File: src/rtl/mem_bus_arbiter_pkg.sv
// Shared types and constants for the instruction/data memory bus arbiter.
// Covers the FSM state encoding, the grant encoding and the word-alignment helper.
package mem_bus_arbiter_pkg;

    typedef enum logic [1:0] {
        IDLE = 2'd0,
        IBUS = 2'd1,
        DBUS = 2'd2,
        RESP = 2'd3
    } state_t;

    typedef enum logic {
        GRANT_I = 1'b0,
        GRANT_D = 1'b1
    } grant_t;

    localparam logic [31:0] WORD_ALIGN_MASK = 32'hFFFF_FFFC;
    localparam logic [3:0]  FULL_WORD_BE    = 4'b1111;

    function automatic logic [31:0] word_align(input logic [31:0] addr);
        return addr & WORD_ALIGN_MASK;
    endfunction

endpackage

File: src/rtl/arb_rr_select.sv
// Two-way request picker: a lone requester always wins.
// On a tie, prio_data selects the winning side.
module arb_rr_select
    import mem_bus_arbiter_pkg::*;
(
    input  logic   instr_req,
    input  logic   data_req,
    input  logic   prio_data,
    output grant_t grant,
    output logic   grant_valid
);

    // Pick the winner of the current request pair.
    always_comb begin
        grant       = GRANT_I;
        grant_valid = instr_req | data_req;
        if (data_req && (!instr_req || prio_data)) begin
            grant = GRANT_D;
        end else begin
            grant = GRANT_I;
        end
    end

endmodule

File: src/rtl/mem_bus_arbiter.sv
// Shares one waitrequest-style memory bus between the CPU fetch and data ports.
// Each access runs IDLE -> IBUS/DBUS -> RESP, and completion is reported with a one-cycle valid pulse.
module mem_bus_arbiter
    import mem_bus_arbiter_pkg::*;
#(
    parameter bit DATA_FIRST  = 1'b1,
    parameter bit ROUND_ROBIN = 1'b1
) (
    input  logic        clk,
    input  logic        reset,

    input  logic        instr_read,
    input  logic [31:0] instr_address,
    output logic [31:0] instr_readdata,
    output logic        instr_valid,

    input  logic        data_read,
    input  logic        data_write,
    input  logic [31:0] data_address,
    input  logic [31:0] data_writedata,
    input  logic [3:0]  data_byteenable,
    output logic [31:0] data_readdata,
    output logic        data_valid,

    output logic [31:0] mem_address,
    output logic        mem_read,
    output logic        mem_write,
    output logic [31:0] mem_writedata,
    output logic [3:0]  mem_byteenable,
    input  logic        mem_waitrequest,
    input  logic [31:0] mem_readdata
);

    state_t      state_r;
    state_t      state_s;
    logic        prio_data_r;
    grant_t      served_r;
    grant_t      grant_s;
    logic        grant_valid_s;
    logic        data_req_s;
    logic        bus_active_s;
    logic        bus_done_s;

    logic [31:0] lat_addr_r;
    logic [31:0] lat_wdata_r;
    logic [3:0]  lat_be_r;
    logic        lat_write_r;

    logic [31:0] instr_readdata_r;
    logic [31:0] data_readdata_r;
    logic        instr_valid_r;
    logic        data_valid_r;

    // A simultaneous read+write from the data port is treated as a store.
    assign data_req_s = data_read | data_write;

    arb_rr_select u_select (
        .instr_req   (instr_read),
        .data_req    (data_req_s),
        .prio_data   (prio_data_r),
        .grant       (grant_s),
        .grant_valid (grant_valid_s)
    );

    // Next-state logic for the access sequencer.
    always_comb begin
        state_s = state_r;
        case (state_r)
            IDLE: begin
                if (grant_valid_s) begin
                    state_s = (grant_s == GRANT_D) ? DBUS : IBUS;
                end else begin
                    state_s = IDLE;
                end
            end
            IBUS, DBUS: begin
                if (!mem_waitrequest) begin
                    state_s = RESP;
                end else begin
                    state_s = state_r;
                end
            end
            RESP:    state_s = IDLE;
            default: state_s = IDLE;
        endcase
    end

    // Bus outputs come straight from the request latched on entry, so they stay stable while stalled.
    always_comb begin
        bus_active_s   = (state_r == IBUS) || (state_r == DBUS);
        bus_done_s     = bus_active_s && !mem_waitrequest;
        mem_read       = 1'b0;
        mem_write      = 1'b0;
        mem_address    = 32'h0000_0000;
        mem_writedata  = 32'h0000_0000;
        mem_byteenable = 4'b0000;
        if (bus_active_s) begin
            mem_read       = !lat_write_r;
            mem_write      = lat_write_r;
            mem_address    = lat_addr_r;
            mem_writedata  = lat_wdata_r;
            mem_byteenable = lat_be_r;
        end else begin
            mem_read  = 1'b0;
            mem_write = 1'b0;
        end
    end

    // State register and tie-break priority flag.
    always_ff @(posedge clk) begin
        if (!reset) begin
            state_r     <= IDLE;
            prio_data_r <= DATA_FIRST;
        end else begin
            state_r <= state_s;
            if (state_r == RESP && ROUND_ROBIN) begin
                prio_data_r <= (served_r == GRANT_I);
            end
        end
    end

    // Capture the winning request in IDLE; later changes on the inputs are ignored.
    always_ff @(posedge clk) begin
        if (!reset) begin
            served_r    <= GRANT_I;
            lat_addr_r  <= 32'h0000_0000;
            lat_wdata_r <= 32'h0000_0000;
            lat_be_r    <= 4'b0000;
            lat_write_r <= 1'b0;
        end else if (state_r == IDLE && grant_valid_s) begin
            served_r <= grant_s;
            if (grant_s == GRANT_D) begin
                lat_addr_r  <= word_align(data_address);
                lat_wdata_r <= data_writedata;
                lat_be_r    <= data_byteenable;
                lat_write_r <= data_write;
            end else begin
                lat_addr_r  <= word_align(instr_address);
                lat_wdata_r <= 32'h0000_0000;
                lat_be_r    <= FULL_WORD_BE;
                lat_write_r <= 1'b0;
            end
        end
    end

    // Read data capture and completion pulses; the pulse lands in the RESP cycle.
    always_ff @(posedge clk) begin
        if (!reset) begin
            instr_readdata_r <= 32'h0000_0000;
            data_readdata_r  <= 32'h0000_0000;
            instr_valid_r    <= 1'b0;
            data_valid_r     <= 1'b0;
        end else begin
            instr_valid_r <= 1'b0;
            data_valid_r  <= 1'b0;
            if (bus_done_s) begin
                if (served_r == GRANT_D) begin
                    data_valid_r <= 1'b1;
                    if (!lat_write_r) begin
                        data_readdata_r <= mem_readdata;
                    end
                end else begin
                    instr_valid_r    <= 1'b1;
                    instr_readdata_r <= mem_readdata;
                end
            end
        end
    end

    assign instr_readdata = instr_readdata_r;
    assign data_readdata  = data_readdata_r;
    assign instr_valid    = instr_valid_r;
    assign data_valid     = data_valid_r;

endmodule

File: config.mk
export PLATFORM = sky130hd
export DESIGN_NAME = mem_bus_arbiter
export DESIGN_NICKNAME = d
export VERILOG_FILES = /design/src/rtl/mem_bus_arbiter_pkg.sv /design/src/rtl/arb_rr_select.sv /design/src/rtl/mem_bus_arbiter.sv
export SDC_FILE = /design/constraint.sdc
export NUM_CORES = 1
export LEC_CHECK = 0
export BUFFER_PORTS_ARGS = -buffer_cell sky130_fd_sc_hd__clkbuf_2
export CORE_MARGIN = 2
export CORE_UTILIZATION = 47
export CTS_CLUSTER_DIAMETER = 40
export DETAILED_ROUTE_END_ITERATION = 10
export PLACE_DENSITY_LB_ADDON = 0.12
export SYNTH_ARGS = -nofsm -noshare
export SYNTH_HDL_FRONTEND = slang
export SYNTH_SLANG_ARGS = --single-unit
File: constraint.sdc
create_clock -name clk -period 2.25 [get_ports clk]
set_input_delay 0.225 -clock clk [delete_from_list [all_inputs] [get_ports clk]]
set_output_delay 0.225 -clock clk [all_outputs]
set_load 0.03 [all_outputs]
==> results.md <==
- Critical Path End Type: output port
- Routed wire per std cell: about 15 microns
- Total CTS buffers: 17
- H-tree levels: 4
- Core area: between 0.01 and 0.015 sq mm
- First-pass GRT wire length: around 25000 microns
- Die ar.: around 0.013 sq mm
- Final count of hold timing violations: 0
- Top FF cell, synth: dfxtp_1
- Vias in the first global route: roughly 5300
- Io pins: between 200 and 300
- Hold depth: 2
- CP Launch Type: register
- Setup Skew: between 0.007 and 0.008 ns
- Final ANT Viol Nets: 0
- Antenna violations before repair: 0
- Max Fclk: about 480 MHz
- Skew-Pair Late Insertion Delay: between 0.4 and 0.5 ns
- Initial Utilization: around half
- Asr flop ratio synth: 0%
- Synth unique cells: 37
- Measured slew at the worst slew-check pin: a little over 0.5 ns
- HPWL Detailed: between 10000 and 15000 microns
- EDFF count, synth: 0
- Area contributors post-synth: dfxtp_1 (47%), nand2_1 (8.7%), a21boi_1 (7.9%)
- Leakage power: around 3.5 nW
- Synth Cell Area: about 0.0058 sq mm
- CP cell instances: inv_1 -> ha_2 -> buf_4 -> and2_1 -> clkbuf_2
- Antenna Cells: 0
- Post-synthesis mux area share: 0%
- Drt first pass iters: 6
- Largest net degree at the start of global routing: 43
- # Post-CTS Setup Buffers: 0
- Setup_tns: 0 ns
- 1st-iter DRT viols: roughly 340
- Hold_buf cts: 0
- Crit Path Category: reg2out
- CTS Root Cell: clkbuf_16
- CP max stage delay: approximately 0.40 ns
- CP max FO: 18
- Avg Cell Area, Syn: a little under 9 sq um
- Flops & latches, synth: roughly 140
- Multi-input gate area: around 0.0027 sq mm
- Fin util: 64.10%
- Share of the synthesized area in the top cell type: about 47%
- Hold crit path type: in2reg
- Clock tree buffer depth: 2
- Slowest stage cell, crit path: ha_2
- DR vias: ~5500
- Final period utilization: 93.15%
- Power Density: approximately 1300 mW/mm^2
- Gate count after technology mapping: approximately 660
- Critical path depth: 5
- Crit path DAT: 1.87 ns
- Compound-cell area share of the yosys netlist: about a quarter
- DRC viols: 0
- # rows: 40
- Fillers: about 1000
- # port buffers: 267
- Area grow syn2layout: 32.92%
- CTS tree: done
- GRT Total Usage: about a quarter
- Die width: ~120 microns
- Simple-gate area share of the yosys netlist: 18.68%
- Post-Synth Adder-Cell Area: less than 1%
- Unrepaired setup endpoints after global routing: no
- Register area share after synthesis: between 40% and 50%
- Delay-heaviest family, CP: buffers and inverters
- Setup violators final: 0
- Status: completed
- Vias per cell: between 5 and 6
- Die height: 115.0 microns
- Post-synthesis xor/xnor area fraction: 0%
- Clk sinks: roughly 140
- Leading area contributor after synthesis: dfxtp_1
- Max_slew headroom: approximately 66%
- Register Area: between 0.002 and 0.003 sq mm
- Worst path bufs/invs: 3
- Commonest cells post-synth: dfxtp_1 (137), nand2_1 (135), and2_1 (68)
- YS warnings: 0
- Maxcap violations: 0
- Main combinational cell family by area after synthesis: compound AO/OA/AOI/OAI gates
- Total gr overflow: 0
- Layout cells sized above 1: between 30% and 40%
- Gpl congestion: 0.8123
- Nets@finish: 1040
- Final WL: roughly 16000 microns
- Peak VDD IR: 0.0007284 V
- FF-to-FF path depth: 6
- Top-count cell post-synth: dfxtp_1
- Clock-pin slew on the worst setup and hold paths: roughly 0.06 ns
- Fin. max-slew vios: 0
- Fin crit period: between 2 and 2.5 ns
- Crit path required time: 2.03 ns
## state kept, by name, indices dropped and copies added, names as in the netlist
| register | flops |
|---|---|
| data_readdata | 32 |
| instr_readdata | 32 |
| lat_wdata_r | 32 |
| lat_addr_r | 30 |
| lat_be_r | 4 |
| state_r | 2 |
| data_valid | 1 |
| instr_valid | 1 |
| lat_write_r | 1 |
| prio_data_r | 1 |
| served_r | 1 |
## layout by cell type (no fill, tap or decap), types with 4 or more instances in the layout
master / Yosys / routed
a21boi_0: 5 / 5
clkbuf_16: 0 / 17
buf_4: 6 / 16
nand2_1: 135 / 135
clkbuf_2: 0 / 267
and2_1: 68 / 68
a22o_1: 32 / 32
o311a_1: 4 / 4
o21ai_0: 62 / 62
dfxtp_1: 137 / 137
a21oi_1: 31 / 31
a31oi_1: 31 / 31
clkinv_2: 0 / 5
a21boi_1: 61 / 61
## power by group
part / total [mW] / leakage (nW) / internal (mW) / switching, mW
logic: 3.99 / 2.11 / 1.33 / 2.66
registers: 3.29 / 1.12 / 3.01 / 0.277
clock network: 2.84 / 0.298 / 1.82 / 1.02
total: 10.1 / 3.53 / 6.17 / 3.96
## stage by stage
stage	instances	hold WS (ns)	setup slack, ns	total power, mW	instance area [sq um]
CTS	1059	0.003245	0.06619	10.18	7694
detailed placement	1027	0.4417	0.3708	7.299	7077
floorplan	660	0.3505	0.4961	6.295	5797
global placement	1027	0.4363	0.4582	7.201	7077
finish	1059	0.02252	0.1541	10.12	7700
global route	1059	0.007687	0.04253	10.70	7700
## routing by layer
| layer | GRT usage, % | wire (microns) | vias to the layer above |
|---|---|---|---|
| met4 | 9.478 | 337 | 0 |
| met3 | 7.222 | 1261 | 27 |
| met1 | 27.95 | 6583 | 2553 |
| met5 | 0 | 0 | - |
| li1 | - | - | 2732 |
| met2 | 40.47 | 7913 | 224 |
## logic make-up after synthesis
kind of cell	after synthesis
AOI/OAI and AO/OA	231
adders and majority gates	3
buffers and inverters	67
DFF	137
other	1
and+or+nand+nor	220
## area by class of cell
type	count	share of cell area, %
Clock buffer	20	6.061
Clock inverter	12	1.901
Inverter	3	0.1462
Multi-Input combinational cell	456	34.77
Sequential cell	137	35.62
Tap cell	147	2.389
Timing Repair Buffer	284	19.11
## path summary, 6_finish.rpt
path | startpoint | slack [ns] | to
worst max-delay path | state_r[0] | 0.15 | mem_address[9]
worst min-delay path | data_writedata[31] | 0.02 | lat_wdata_r[31]
worst max register to register | state_r[0] | 0.37 | data_readdata[5]
worst min register to register | data_readdata[24] | 0.45 | data_readdata[24]
## worst reg2reg max path, delay by kind of cell (launching register included)
| family | cells | cell delay (ns) |
|---|---|---|
| buf+inv | 2 | 0.46 |
| compound gates | 1 | 0.15 |
| fa+ha+maj | 1 | 0.41 |
| flops | 1 | 0.37 |
| simple gates | 2 | 0.40 |
## timing repair
action,in CTS,in global routing
setup endpoints to repair,2,35
cloned,0,0
gates resized for setup,1,2
Note: power is estimated with default switching activity, not from simulation.
